[src/rtl/sysid_read_arbiter.sv]
// Two-master read arbiter in front of the single-word-addressed sysid slave.
// Define SYSID_ARB_ROUND_ROBIN_EN for round-robin grant; otherwise master 0 has fixed priority.
module sysid_read_arbiter #(
  parameter int DATA_WIDTH = 32,
  parameter int ADDR_WIDTH = 1
) (
  input  logic                  clock,
  input  logic                  reset_n,
  input  logic                  m0_read,
  input  logic [ADDR_WIDTH-1:0] m0_address,
  output logic                  m0_waitrequest,
  output logic [DATA_WIDTH-1:0] m0_readdata,
  output logic                  m0_readdatavalid,
  input  logic                  m1_read,
  input  logic [ADDR_WIDTH-1:0] m1_address,
  output logic                  m1_waitrequest,
  output logic [DATA_WIDTH-1:0] m1_readdata,
  output logic                  m1_readdatavalid,
  output logic [ADDR_WIDTH-1:0] s_address,
  input  logic [DATA_WIDTH-1:0] s_readdata
);

  logic                  grant0;
  logic                  grant1;
  logic                  accept;
  logic [DATA_WIDTH-1:0] rdata_q;
  logic                  rvalid0_q;
  logic                  rvalid1_q;

`ifdef SYSID_ARB_ROUND_ROBIN_EN
  // last_grant resets to 1 so master 0 wins the first contention.
  logic last_grant;

  always_comb begin
    grant0 = m0_read && (!m1_read || last_grant);
    grant1 = m1_read && (!m0_read || !last_grant);
  end

  always_ff @(posedge clock or negedge reset_n) begin
    if (!reset_n) begin
      last_grant <= 1'b1;
    end else if (accept) begin
      last_grant <= grant1;
    end
  end
`else
  always_comb begin
    grant0 = m0_read;
    grant1 = m1_read && !m0_read;
  end
`endif

  always_comb begin
    accept         = grant0 || grant1;
    m0_waitrequest = m0_read && !grant0;
    m1_waitrequest = m1_read && !grant1;
    s_address      = '0;
    if (grant0) begin
      s_address = m0_address;
    end else if (grant1) begin
      s_address = m1_address;
    end
  end

  // Slave data is captured only on an accepting edge and held otherwise.
  always_ff @(posedge clock or negedge reset_n) begin
    if (!reset_n) begin
      rdata_q   <= '0;
      rvalid0_q <= 1'b0;
      rvalid1_q <= 1'b0;
    end else begin
      rvalid0_q <= grant0;
      rvalid1_q <= grant1;
      if (accept) begin
        rdata_q <= s_readdata;
      end
    end
  end

  assign m0_readdata      = rdata_q;
  assign m1_readdata      = rdata_q;
  assign m0_readdatavalid = rvalid0_q;
  assign m1_readdatavalid = rvalid1_q;

endmodule

[config.mk]
export PLATFORM = sky130hd
export DESIGN_NAME = sysid_read_arbiter
export DESIGN_NICKNAME = d
export VERILOG_FILES = /design/src/rtl/sysid_read_arbiter.sv
export SDC_FILE = /design/constraint.sdc
export NUM_CORES = 1
export LEC_CHECK = 0
export ABC_AREA = 1
export ABC_CLOCK_PERIOD_IN_PS = 1000
export CAP_MARGIN = 0
export CELL_PAD_IN_SITES_DETAIL_PLACEMENT = 1
export CELL_PAD_IN_SITES_GLOBAL_PLACEMENT = 1
export CORE_MARGIN = 2
export CORE_UTILIZATION = 25
export DETAILED_ROUTE_END_ITERATION = 12
export GPL_TIMING_DRIVEN = 0
export PLACE_DENSITY = 0.91
export SLEW_MARGIN = 20
export SYNTH_ARGS = -nofsm -noshare
export SYNTH_HDL_FRONTEND = slang
export SYNTH_SLANG_ARGS = --single-unit
[constraint.sdc]
create_clock -name clock -period 1 [get_ports clock]
set_clock_uncertainty 0.1 [all_clocks]
set_input_delay 0.2 -clock clock [delete_from_list [all_inputs] [get_ports clock]]
set_output_delay 0.2 -clock clock [all_outputs]
set_load 0.02 [all_outputs]
==> impl_metrics.sql <==
INSERT INTO impl_metrics (metric_group, metric, value, unit) VALUES
('critical_path', 'critical_path_peak_fanout', '3', ''),
('sta', 'report.final.slew_viol_count', '0', ''),
('final_layout', 'layout.nets', '353', ''),
('placed_design', 'hpwl', '3960', 'um'),
('worst_hold_path', 'hold_path_depth', '3', ''),
('synth', 'syn-cell-area', '1660', 'um2'),
('synth', 'seq_area_frac_synth', '51.1', '%'),
('synth', 'yosysWarningCount', '0', ''),
('placed_design', 'gp_weighted_congestion', '0.773', ''),
('routing', 'detailedRoute.firstIterationViolations', '37', ''),
('floorplan', 'starting_density_of_the_core', '26.1', '%'),
('final_layout', 'area_delta_synth_final', '97.2', '%'),
('synth', 'yosys.area.top_type_share', '51.1', '%'),
('sta', 'final_hold_viol_count', '0', ''),
('critical_path', 'r2r.worst_path.cells', '4', ''),
('worst_hold_path', 'min_path_type', 'in2reg', ''),
('cts', 'cts_buffers', '5', ''),
('critical_path', 'criticalPathCategory', 'reg2out', ''),
('floorplan', 'standard_cell_core_area', '6390', 'um2'),
('cts', 'clock_sinks', '34', ''),
('power_and_ir_drop', 'power_leakage', '1.65', 'nW'),
('final_layout', 'proportion_of_layout_cells_with_a_drive_suffix_above_1', '47.5', '%'),
('global_routing', 'grt_pass1_vias', '1874', ''),
('sta', 'setup_ws', '-0.263', 'ns'),
('placed_design', 'place_ws', '-1.17', 'ns'),
('cts', 'clockBufferDepth', '2', ''),
('global_routing', 'grt_use_total', '15.8', '%'),
('cts', 'tritoncts_clock_tree', 'built', ''),
('final_layout', 'fill_cells', '716', ''),
('cts', 'clk-insertion-delay-late', '0.28', 'ns'),
('routing', 'remaining_drc_errors', '0', ''),
('floorplan', 'floorplan.die.height', '85.6', 'um'),
('power_and_ir_drop', 'cellPowerDensity', '1280', 'nW/um2'),
('sta', 'finalSetupViolCount', '67', ''),
('routing', 'drt-total-wl', '5590', 'um'),
('sta', 'finalCriticalPeriod', '1.26', 'ns'),
('critical_path', 'timing.reg2reg.setup_slack', '-0.01', 'ns'),
('critical_path', 'cp.arrival', '0.96', 'ns'),
('run_status', 'violations', 'setup timing', ''),
('worst_hold_path', 'timing.hold.worst.start', 'm1_read', ''),
('floorplan', 'ioPinCount', '107', ''),
('critical_path', 'timing.critical_path.required', '0.70', 'ns'),
('floorplan', 'std_cell_rows', '29', ''),
('critical_path', 'worst_setup_path_startpoint', 'm0_readdata[0]', ''),
('synth', 'synthDominantAreaCellType', 'sky130_fd_sc_hd__dfrtp_1', ''),
('routing', 'routed_via_density', '4.32', ''),
('routing', 'via_count', '1696', ''),
('routing', 'antenna_left', '0', ''),
('power_and_ir_drop', 'vdd_ir_drop_max', '0.592', 'mV'),
('placed_design', 'port_buffers', '104', ''),
('placed_design', 'placed_cells', '365', ''),
('global_routing', 'grt-ovfl-total', '0', ''),
('sta', 'grt_setup_unrepaired', 'yes', ''),
('cts', 'cts.root.buffer_cell', 'sky130_fd_sc_hd__clkbuf_8', ''),
('synth', 'syn_area_per_cell', '9.09', 'um2'),
('global_routing', 'wire_length_of_the_first_global_routing_pass', '9000', 'um'),
('critical_path', 'r2r_start', 'm0_readdata[31]', ''),
('critical_path', 'r2r_end', 'm0_readdata[31]', ''),
('critical_path', 'critPathCaptureType', 'output port', ''),
('synth', 'leading_post_synthesis_cells_by_cell_area', 'sky130_fd_sc_hd__dfrtp_1 (51%), sky130_fd_sc_hd__buf_4 (15%), sky130_fd_sc_hd__nand2_1 (14%)', ''),
('global_routing', 'antenna_found_initial', '0', ''),
('sta', 'max_clock_freq', '792', 'MHz'),
('sta', 'period_share', '126', '%'),
('synth', 'yosysUniqueCellTypes', '16', ''),
('synth', 'synth.ff_latch_count', '34', ''),
('power_and_ir_drop', 'final_power', '4.19', 'mW'),
('routing', 'detail_route.first_pass.iterations', '3', ''),
('cts', 'cts-htree-levels', '2', ''),
('synth', 'synthesis.instances', '183', ''),
('final_layout', 'final_cell_count_no_fill', '393', ''),
('critical_path', 'crit_path_start_kind', 'flip-flop', ''),
('synth', 'net_count_synth', '221', ''),
('routing', 'avgRoutedWirePerCell', '14.2', 'um'),
('worst_hold_path', 'worstHoldEndpoint', 'm1_readdatavalid', ''),
('floorplan', 'dieArea', '7320', 'um2'),
('flow_run', 'drv.max_cap_violation_count', '0', ''),
('run_status', 'result_of_the_run', 'complete, but fails checks', ''),
('floorplan', 'die_width', '85.6', 'um'),
('sta', 'timing.setup.tns', '-12.73', 'ns'),
('final_layout', 'antenna_cells', '0', ''),
('global_routing', 'grt_start_max_net_pins', '19', ''),
('cts', 'path_clk_slew', '0.07', 'ns');
## per-stage QoR
stage	area (um2)	hold slack (ns)	util (%)
after floorplan	1670	-0.196	-
after global placement	2800	0.390	43.9
after detailed placement	2830	0.0783	44.3
after CTS	3020	0.0865	47.2
after global routing	3280	0.104	51.4
final	3280	0.0855	51.4
## power by group
group	total (mW)	switching [mW]	leakage [nW]	internal (mW)
clock	1.04	0.482	0.0482	0.555
combinational	1.54	0.648	1.19	0.889
sequential	1.62	0.132	0.407	1.49
## Yosys cell counts, drive strengths merged
master	count
buf	40
clkbuf	4
conb	1
dfrtp	34
inv	2
nand2	67
nand3b	1
nor2	2
o21ai	32
## registers in the layout, indices dropped and copies added (netlist names)
signal,count
m1_readdatavalid,1
m0_readdatavalid,1
m0_readdata,32
## what timing repair did
| item | in CTS | in global routing |
|---|---|---|
| pin swaps | 0 | 1 |
| setup endpoints to repair | 99 | 91 |
| buffers inserted | 14 | 6 |
| gates resized for setup | 375 | 72 |
| hold buffers | 2 | 0 |
| hold endpoints to repair | 17 | 0 |
## how the worst max path moves through the flow
stage	cells past startpoint	slack [ns]	endpoint
floorplan	4	-0.004	s_address
global placement	1	-1.15	m0_readdata[22]
detailed placement	6	-1.17	s_address
CTS	2	-0.26	m1_readdata[0]
global route	2	-0.32	m1_readdata[0]
finish	2	-0.26	m1_readdata[0]
## layout make-up
class	count	area [um2]	share of cell area, %
clock buffers	7	86.3	2.63
inverters	2	7.51	0.229
flip-flops and latches	34	851	25.9
clock inverters	1	5.00	0.152
plain buffers	42	464	14.1
multi-input cells	103	467	14.2
repair buffers	127	1310	39.8
well taps	77	96.3	2.94
## placed cells by master, fill, tap and decap left out, types with 2 or more instances in the layout
cell type / instances
sky130_fd_sc_hd__buf_2: 3
sky130_fd_sc_hd__buf_4: 22
sky130_fd_sc_hd__buf_6: 98
sky130_fd_sc_hd__buf_8: 3
sky130_fd_sc_hd__clkbuf_2: 4
sky130_fd_sc_hd__clkbuf_8: 6
sky130_fd_sc_hd__clkdlybuf4s50_1: 32
sky130_fd_sc_hd__dfrtp_1: 34
sky130_fd_sc_hd__dlygate4sd3_1: 2
sky130_fd_sc_hd__dlymetal6s2s_1: 2
sky130_fd_sc_hd__nand2_1: 59
sky130_fd_sc_hd__nand2_2: 8
sky130_fd_sc_hd__o21ai_0: 29
sky130_fd_sc_hd__o21ai_1: 3
## metal layers
layer  track usage, %  vias up  routed length [um]
met5                0        -                   0
met4             5.34        0                  91
met3             5.00       10                 374
met2             27.6       74                2950
met1             18.2      809                2170
li1                 -      803                   -
## critical path, cell delays in order, from the launching register on
cell and delay (ns):
sky130_fd_sc_hd__dfrtp_1 0.43, sky130_fd_sc_hd__buf_6 0.14, sky130_fd_sc_hd__buf_6 0.12
## cell families after synthesis
family                 share of synthesized area (%)
and+or+nand+nor                                 17.7
DFF                                             51.1
other                                          0.225
AOI/OAI and AO/OA                               9.62
buffers and inverters                           21.3
No activity file was read; power rests on OpenSTA's default activity.
